==> src/rtl/wb_arbiter.sv <==
// wb_arbiter: writeback arbiter and long-latency scoreboard feeding the single
// register-file write port.
//   clk, reset (async, active-low)
//   pipe_valid/pipe_addr/pipe_data : in-order pipeline result (highest priority)
//   pipe_hold                      : asks the pipeline for a writeback bubble
//   lu_valid/lu_ready/lu_addr/lu_data : long-latency result into the FIFO
//   issue_lu_valid/issue_lu_addr   : marks a destination as pending
//   rs1_addr/rs2_addr/rd_addr      : issue-stage indices checked against pending
//   stall, pending                 : hazard stall and scoreboard bitmap
//   we/wb_addr/wb_data             : registered register-file write port
module wb_arbiter #(
  parameter int unsigned FIFO_DEPTH   = 4,
  parameter int unsigned STARVE_LIMIT = 8
) (
  input  logic        clk,
  input  logic        reset,
  input  logic        pipe_valid,
  input  logic [4:0]  pipe_addr,
  input  logic [31:0] pipe_data,
  output logic        pipe_hold,
  input  logic        lu_valid,
  output logic        lu_ready,
  input  logic [4:0]  lu_addr,
  input  logic [31:0] lu_data,
  input  logic        issue_lu_valid,
  input  logic [4:0]  issue_lu_addr,
  input  logic [4:0]  rs1_addr,
  input  logic [4:0]  rs2_addr,
  input  logic [4:0]  rd_addr,
  output logic        stall,
  output logic [31:0] pending,
  output logic        we,
  output logic [4:0]  wb_addr,
  output logic [31:0] wb_data
);

  localparam int unsigned PW = $clog2(FIFO_DEPTH);
  localparam int unsigned CW = PW + 1;
  localparam int unsigned SW = $clog2(STARVE_LIMIT + 1);

  logic [4:0]    r_fifo_addr [FIFO_DEPTH];
  logic [31:0]   r_fifo_data [FIFO_DEPTH];
  logic [PW-1:0] r_wr_ptr;
  logic [PW-1:0] r_rd_ptr;
  logic [CW-1:0] r_count;
  logic [SW-1:0] r_starve;
  logic          r_hold;
  logic [31:0]   r_pending;
  logic          r_we;
  logic [4:0]    r_wb_addr;
  logic [31:0]   r_wb_data;
  logic          r_from_lu;

  logic          w_empty;
  logic          w_full;
  logic          w_push;
  logic          w_pop;
  logic [4:0]    w_sel_addr;
  logic [31:0]   w_sel_data;
  logic          w_sel_valid;
  logic [SW-1:0] w_starve_next;
  logic [31:0]   w_pend_next;

  assign w_empty = (r_count == '0);
  assign w_full  = (r_count == CW'(FIFO_DEPTH));
  assign w_push  = lu_valid & ~w_full;
  // The pipeline always wins; the FIFO head drains only in pipeline bubbles.
  assign w_pop   = ~pipe_valid & ~w_empty;

  always_comb begin
    w_sel_valid = 1'b0;
    w_sel_addr  = pipe_addr;
    w_sel_data  = pipe_data;
    if (pipe_valid) begin
      w_sel_valid = 1'b1;
    end else if (!w_empty) begin
      w_sel_valid = 1'b1;
      w_sel_addr  = r_fifo_addr[r_rd_ptr];
      w_sel_data  = r_fifo_data[r_rd_ptr];
    end
  end

  // Counter saturates at the limit; it only matters up to the hold threshold.
  always_comb begin
    w_starve_next = r_starve;
    if (w_pop || w_empty) begin
      w_starve_next = '0;
    end else if (pipe_valid && (r_starve != SW'(STARVE_LIMIT))) begin
      w_starve_next = r_starve + SW'(1);
    end
  end

  // Clear uses the write currently on the port (it commits at this edge);
  // a same-edge re-issue of that register must keep it pending.
  always_comb begin
    w_pend_next = r_pending;
    if (r_we && r_from_lu) begin
      w_pend_next[r_wb_addr] = 1'b0;
    end
    if (issue_lu_valid && (issue_lu_addr != 5'd0)) begin
      w_pend_next[issue_lu_addr] = 1'b1;
    end
    w_pend_next[0] = 1'b0;
  end

  always_ff @(posedge clk) begin
    if (w_push) begin
      r_fifo_addr[r_wr_ptr] <= lu_addr;
      r_fifo_data[r_wr_ptr] <= lu_data;
    end
  end

  always_ff @(posedge clk or negedge reset) begin
    if (!reset) begin
      r_wr_ptr  <= '0;
      r_rd_ptr  <= '0;
      r_count   <= '0;
      r_starve  <= '0;
      r_hold    <= 1'b0;
      r_pending <= '0;
      r_we      <= 1'b0;
      r_wb_addr <= '0;
      r_wb_data <= '0;
      r_from_lu <= 1'b0;
    end else begin
      if (w_push) begin
        r_wr_ptr <= r_wr_ptr + PW'(1);
      end
      if (w_pop) begin
        r_rd_ptr <= r_rd_ptr + PW'(1);
      end
      case ({w_push, w_pop})
        2'b10:   r_count <= r_count + CW'(1);
        2'b01:   r_count <= r_count - CW'(1);
        default: r_count <= r_count;
      endcase
      r_starve <= w_starve_next;
      if (w_pop) begin
        r_hold <= 1'b0;
      end else if (w_starve_next == SW'(STARVE_LIMIT)) begin
        r_hold <= 1'b1;
      end
      r_pending <= w_pend_next;
      r_we      <= w_sel_valid & (w_sel_addr != 5'd0);
      r_wb_addr <= w_sel_addr;
      r_wb_data <= w_sel_data;
      r_from_lu <= w_pop;
    end
  end

  assign lu_ready  = ~w_full;
  assign pipe_hold = r_hold;
  assign pending   = r_pending;
  assign we        = r_we;
  assign wb_addr   = r_wb_addr;
  assign wb_data   = r_wb_data;
  assign stall     = r_pending[rs1_addr] | r_pending[rs2_addr] | r_pending[rd_addr];

endmodule

==> config.mk <==
export PLATFORM = sky130hd
export DESIGN_NAME = wb_arbiter
export DESIGN_NICKNAME = d
export VERILOG_FILES = /design/src/rtl/wb_arbiter.sv
export SDC_FILE = /design/constraint.sdc
export NUM_CORES = 1
export LEC_CHECK = 0
export CAP_MARGIN = 20
export CORE_ASPECT_RATIO = 0.7
export CORE_MARGIN = 5
export CORE_UTILIZATION = 45
export DETAILED_ROUTE_END_ITERATION = 10
export GPL_ROUTABILITY_DRIVEN = 0
export PLACE_DENSITY = 0.74
export RECOVER_POWER = 100
export SLEW_MARGIN = 10
export SYNTH_ARGS = -nofsm -noshare
export SYNTH_HDL_FRONTEND = slang
export SYNTH_SLANG_ARGS = --single-unit
==> constraint.sdc <==
create_clock -name clk -period 2.6 [get_ports clk]
set_input_delay 0.52 -clock clk [delete_from_list [all_inputs] [get_ports clk]]
set_output_delay 0.52 -clock clk [all_outputs]
set_load 0.005 [all_outputs]
Word level (Yosys, flattened, before mapping):

Memory sizes are Yosys's and may differ from the RTL's.
Index checks and enable logic that the tools add are counted.

* word-level logic and storage cells: 76
* memory bits (writable): 148
* memories kept: 2
* register bits: 82
* latch bits: 0
* bits in read-only memories: 0
* input port bits: 99

* equal/unequal tests: 5
* div/mod/pow operators: 0
* multiplexer cells: 25
* reductions and logical operators: 11
* $add $sub $neg: 5
* bitwise gates (word level): 11
* multiply operators: 0
* $lt $le $gt $ge: 7
* shift-type cells: 0

Memories
* r_fifo_data: depth 4, width 32, rd ports 1, clocked after Yosys merged registers in 0, write ports 1, line 42 `logic [31:0] r_fifo_data [FIFO_DEPTH];`
* r_fifo_addr: depth 4, width 5, rd ports 1, clocked after Yosys merged registers in 0, write ports 1, line 41 `logic [4:0] r_fifo_addr [FIFO_DEPTH];`

Operators by type and width (number)
* $mux 32: 4
* $and 32x32->32: 1
* $not 32->32: 1
* $or 32x32->32: 1
* $lt 5x6->1 const B: 5
* $bmux 1 s5: 3
* $mux 1: 11
* $demux 1 s5: 2
* $ge 5x1->1 const B: 2
* $mux 5: 2
* $reduce_bool 5->1: 2
* $mux 4: 2
* $pmux 3 s2: 1
* $logic_and 1x1->1: 5
* $add 2x1->2 const B: 2
* $add 4x1->4 const B: 1
* $eq 4x4->1 const B: 1
* $ne 4x4->1 const B: 1
* $reduce_bool 2->1: 2
* $add 3x1->3 const B: 1
* $and 1x1->1: 3
* $eq 3x3->1 const B: 1
* $logic_not 3->1: 1
* $not 1->1: 3
* 5 further kinds: 6

Longest topological paths before layout:

* word-level depth: 9
* gate-level depth with buffers: 11
* mapped depth without buffers: 10

Least setup slack after synthesis:

Ideal clock, no wire load.

* path kind: input -> output
* start: input rd_addr[2]
* end: output stall
* slack: 0.088 ns
* stages on the path: 6
* buffers on the path: 1
* arrival time: 1.992 ns
* required time: 2.080 ns
* path through: clkbuf_1 > mux4_2 > nand2b_1 > nand4b_1 > nor4b_1 > nand4_1

* word-level cells in the longest chain between the ends: 3

Ends and longest elaborated chain
* start: declaration: line 29 `input logic [4:0] rd_addr,`
* $bmux 1 s5: line 157 `assign stall = r_pending[rs1_addr] | r_pending[rs2_addr] | r_pending[rd_addr];`
* $mux 1 (not written as such): line 157
* $or 1x1->1: line 157
* end: declaration: line 30 `output logic stall,`

No other way between the ends. The select of a mux whose other input is x is not followed.

Worst setup path after layout:

* start: register r_pending[7], in the netlist pending[7]
* end: output stall

* word-level cells in the longest chain between the ends: 4

Ends and longest elaborated chain
* start: declaration: line 48 `logic [31:0] r_pending;`
* start signal: assignment: line 143 `r_pending <= w_pend_next;`
* $bmux 1 s5: line 157
* $mux 1 (not written as such): line 157
* $or 1x1->1: line 157
* $or 1x1->1 (*): line 157

Every way passes the cells marked *; elsewhere a longest branch is shown, timed or not. The select of a mux whose other input is x is not followed.

==> impl_results.md <==
- Status: complete, but fails checks
- Failing checks: negative setup slack
- Gate Count Post-Synth: 565
- Largest net degree at the start of global routing: 51
- DIE AREA: 0.02443 mm²
- Die X: 184.7 µm
- Clock root buffer: clkbuf_16
- Yosys cell types: 51
- Synth Flop Type: edfxtp_1
- Fmax: 362.8 MHz
- CP Max Fanout: 4
- R2R Path End: wb_data[4]
- Share of cells above drive strength 1: 0.1933
- Final Critical Period: 2.757 ns
- Static Leakage: 4.602 nW
- RSZ-0062 raised after global routing: yes
- All-layer global routing usage: 0.1953
- Most common cell after layout, fill and taps aside: edfxtp_1
- Total power draw: 13.16 mW
- Initial DRT Pass Iterations: 5
- Max-cap violations: 0
- CP max-delay cell: mux4_2
- Vias in the first global route: 6566
- Initial core utilization: 0.4606
- Worst path bufs/invs: 1
- Initial drt markers: 603
- Initial antenna violation count: 3
- Post-synthesis sequential area ratio: 0.6760
- Via count: 6228
- Max-slew violations: 0
- Clk Latency, worst-skew pair: 0.49 ns
- Die H: 132.3 µm
- Core Rows: 44
- Commonest non-fill, non-tap cells in the layout: edfxtp_1 (148), dlygate4sd3_1 (86), dfrtp_1 (77), clkdlybuf4s50_1 (75), o21ai_0 (63)
- Detailed Place HPWL: 17170 µm
- Crit-path cells: mux4_2 -> mux2_4 -> nand3b_1 -> o311a_1 -> nand4_1 -> buf_2
- Setup TNS: -0.1567 ns
- Startpoint Class: flip-flop
- Clock-pin transition on the worst setup and hold timing paths: 0.06 ns
- Layout area overhead: 32.26%
- R2R depth: 4
- Cell depth of the worst setup path: 6
- R2R Path Start: r_count[0]
- Clk sinks: 230
- Finished layout cell area: 0.01271 mm²
- Bufs on Longest Clock Path: 3
- Crit path to: stall
- Nets: 898
- WL final: 24360 µm
- Routed vias/inst: 5.740
- Peak VDD IR: 0.4900 mV
- Netlist Area Pre-Place: 0.009610 mm²
- Drt drc: 0
- Setup Viol. Count Final: 1
- Worst Setup End Kind: output pin
- GRT Residual Overflow: 0
- Hold WC Path Type: primary input to async pin
- CTS Buf Count: 22
- CTS tree: done
- Slowest stage delay, CP: 0.48 ns
- Hold buffers post-CTS: 0
- Synth warn: 0
- Crit-path leading delay family: multiplexers
- Setup WS post-layout: -0.1567 ns
- Worst EP required: 2.08 ns
- Tcrit/Tclk final: 1.060
- Htree depth: 1
- Crit Path Class: flip-flop to output pin
- Async set or reset register ratio after synthesis: 0.3565
- Slew margin rel.: 0.06923
- Fin. Hold Viols: 0
- Worst-margin pin slew: 1.396 ns
- I/O Buffers: 170
- Fill cells: 1527
- #FFs+latches synth: 230
- EDFF count, synth: 148
- Antenna viol nets, final: 0
- CP startpoint: pending[7]
- First-pass GRT wire length: 37550 µm
- R2r setup slk: 0.13 ns
- Core area: 0.02087 mm²
- Worst clock skew: 0.006986 ns
- Crit path arrival time: 2.24 ns
- # IOs: 172
- Post-DP Area: 0.01201 mm²
- Mean routed wirelength per cell: 22.45 µm
- Avg Cell Area, Syn: 17.01 µm²
- Syn Nets: 672
- Pwr Density: 1035 mW/mm²
[metal layers]
| metal | part of all wire | track usage | up-vias |
|---|---|---|---|
| li1 | - | - | 2675 |
| met1 | 0.41 | 0.2757 | 3162 |
| met2 | 0.48 | 0.3089 | 331 |
| met3 | 0.082 | 0.04026 | 58 |
| met4 | 0.027 | 0.06031 | 2 |
| met5 | 0.00053 | 0 | - |
[cell families (layout without fill, tap and decap cells)]
logic type,count (synthesis),in the layout,share of synthesized area
flip-flops,230,230,0.6760
buffers and inverters,36,278,0.01614
adder cells (fa/ha/maj),8,8,0.01120
multiplexers,109,109,0.1855
AO/OA/AOI/OAI,84,84,0.04960
XOR/XNOR,8,8,0.007290
other,1,3,0.0003902
AND/OR/NAND/NOR,89,89,0.05390
[worst min path at each step]
stage               start          end  slack, ns
2_1_floorplan       reset  pending[10]       0.22
3_3_place_gp   r_count[2]   r_count[2]       0.48
3_5_place_dp   r_count[2]   r_count[2]       0.49
4_1_cts             reset  pending[19]       0.11
5_1_grt             reset   wb_data[0]       0.49
6_report            reset   wb_data[1]       0.34
[metrics by stage]
stage                     setup WS (ns)  hold slack, ns  utilization  cells
after detailed placement        -0.7237          0.4922       0.5758   1039
final                           -0.1567          0.3366       0.6092   1085
after floorplan                 0.08835          0.2244            -    565
after global routing            -0.2289          0.4907       0.6091   1084
after CTS                       -0.1346          0.1098       0.6135   1082
after global placement          -0.6941          0.4790       0.5758   1039
[power breakdown]
part / total (mW) / internal, mW / switching, mW / leakage, nW
clock: 3.22 / 1.94 / 1.28 / 0.364
sequential: 5.70 / 4.97 / 0.724 / 2.29
combinational: 4.24 / 2.33 / 1.91 / 1.95
total: 13.2 / 9.24 / 3.91 / 4.60
[what timing repair did]
action,4_1_cts,5_1_grt
cloned,1,0
gates resized for setup,15,3
buffers inserted,2,1
setup endpoints to repair,1,1
pin swaps,2,0
[flip-flops by register name, summed over array words and instances (netlist names)]
signal       cells
r_count          3
r_starve         4
wb_addr          5
we               1
pending         31
r_rd_ptr         2
r_wr_ptr         2
pipe_hold        1
r_fifo_data    128
wb_data         32
r_from_lu        1
r_fifo_addr     20
[cell usage after synthesis (all sizes together) (5+ instances only)]
cell,number,area (µm²)
inv,13,48.80
nand3b,12,90.09
nand2b,5,31.28
buf,11,61.30
ha,7,87.58
edfxtp,148,4444
nand2,15,56.30
nor2,18,67.56
dfrtp,82,2052
o21ai,63,315.3
nand3,8,40.04
mux2,47,536.8
mux4,50,1126
clkbuf,12,45.04
mux2i,12,120.1
[cell type report]
class	count	area (µm²)	area share
flip-flops and latches	230	6502	0.5116
multi-input cells	299	2953	0.2323
repair buffers	225	2117	0.1666
clock buffers	31	648.1	0.05099
well taps	276	345.3	0.02717
clock inverters	9	91.34	0.007186
inverters	13	48.80	0.003839
diodes	2	5.005	0.0003937
Power figures use the tool's default switching activity.
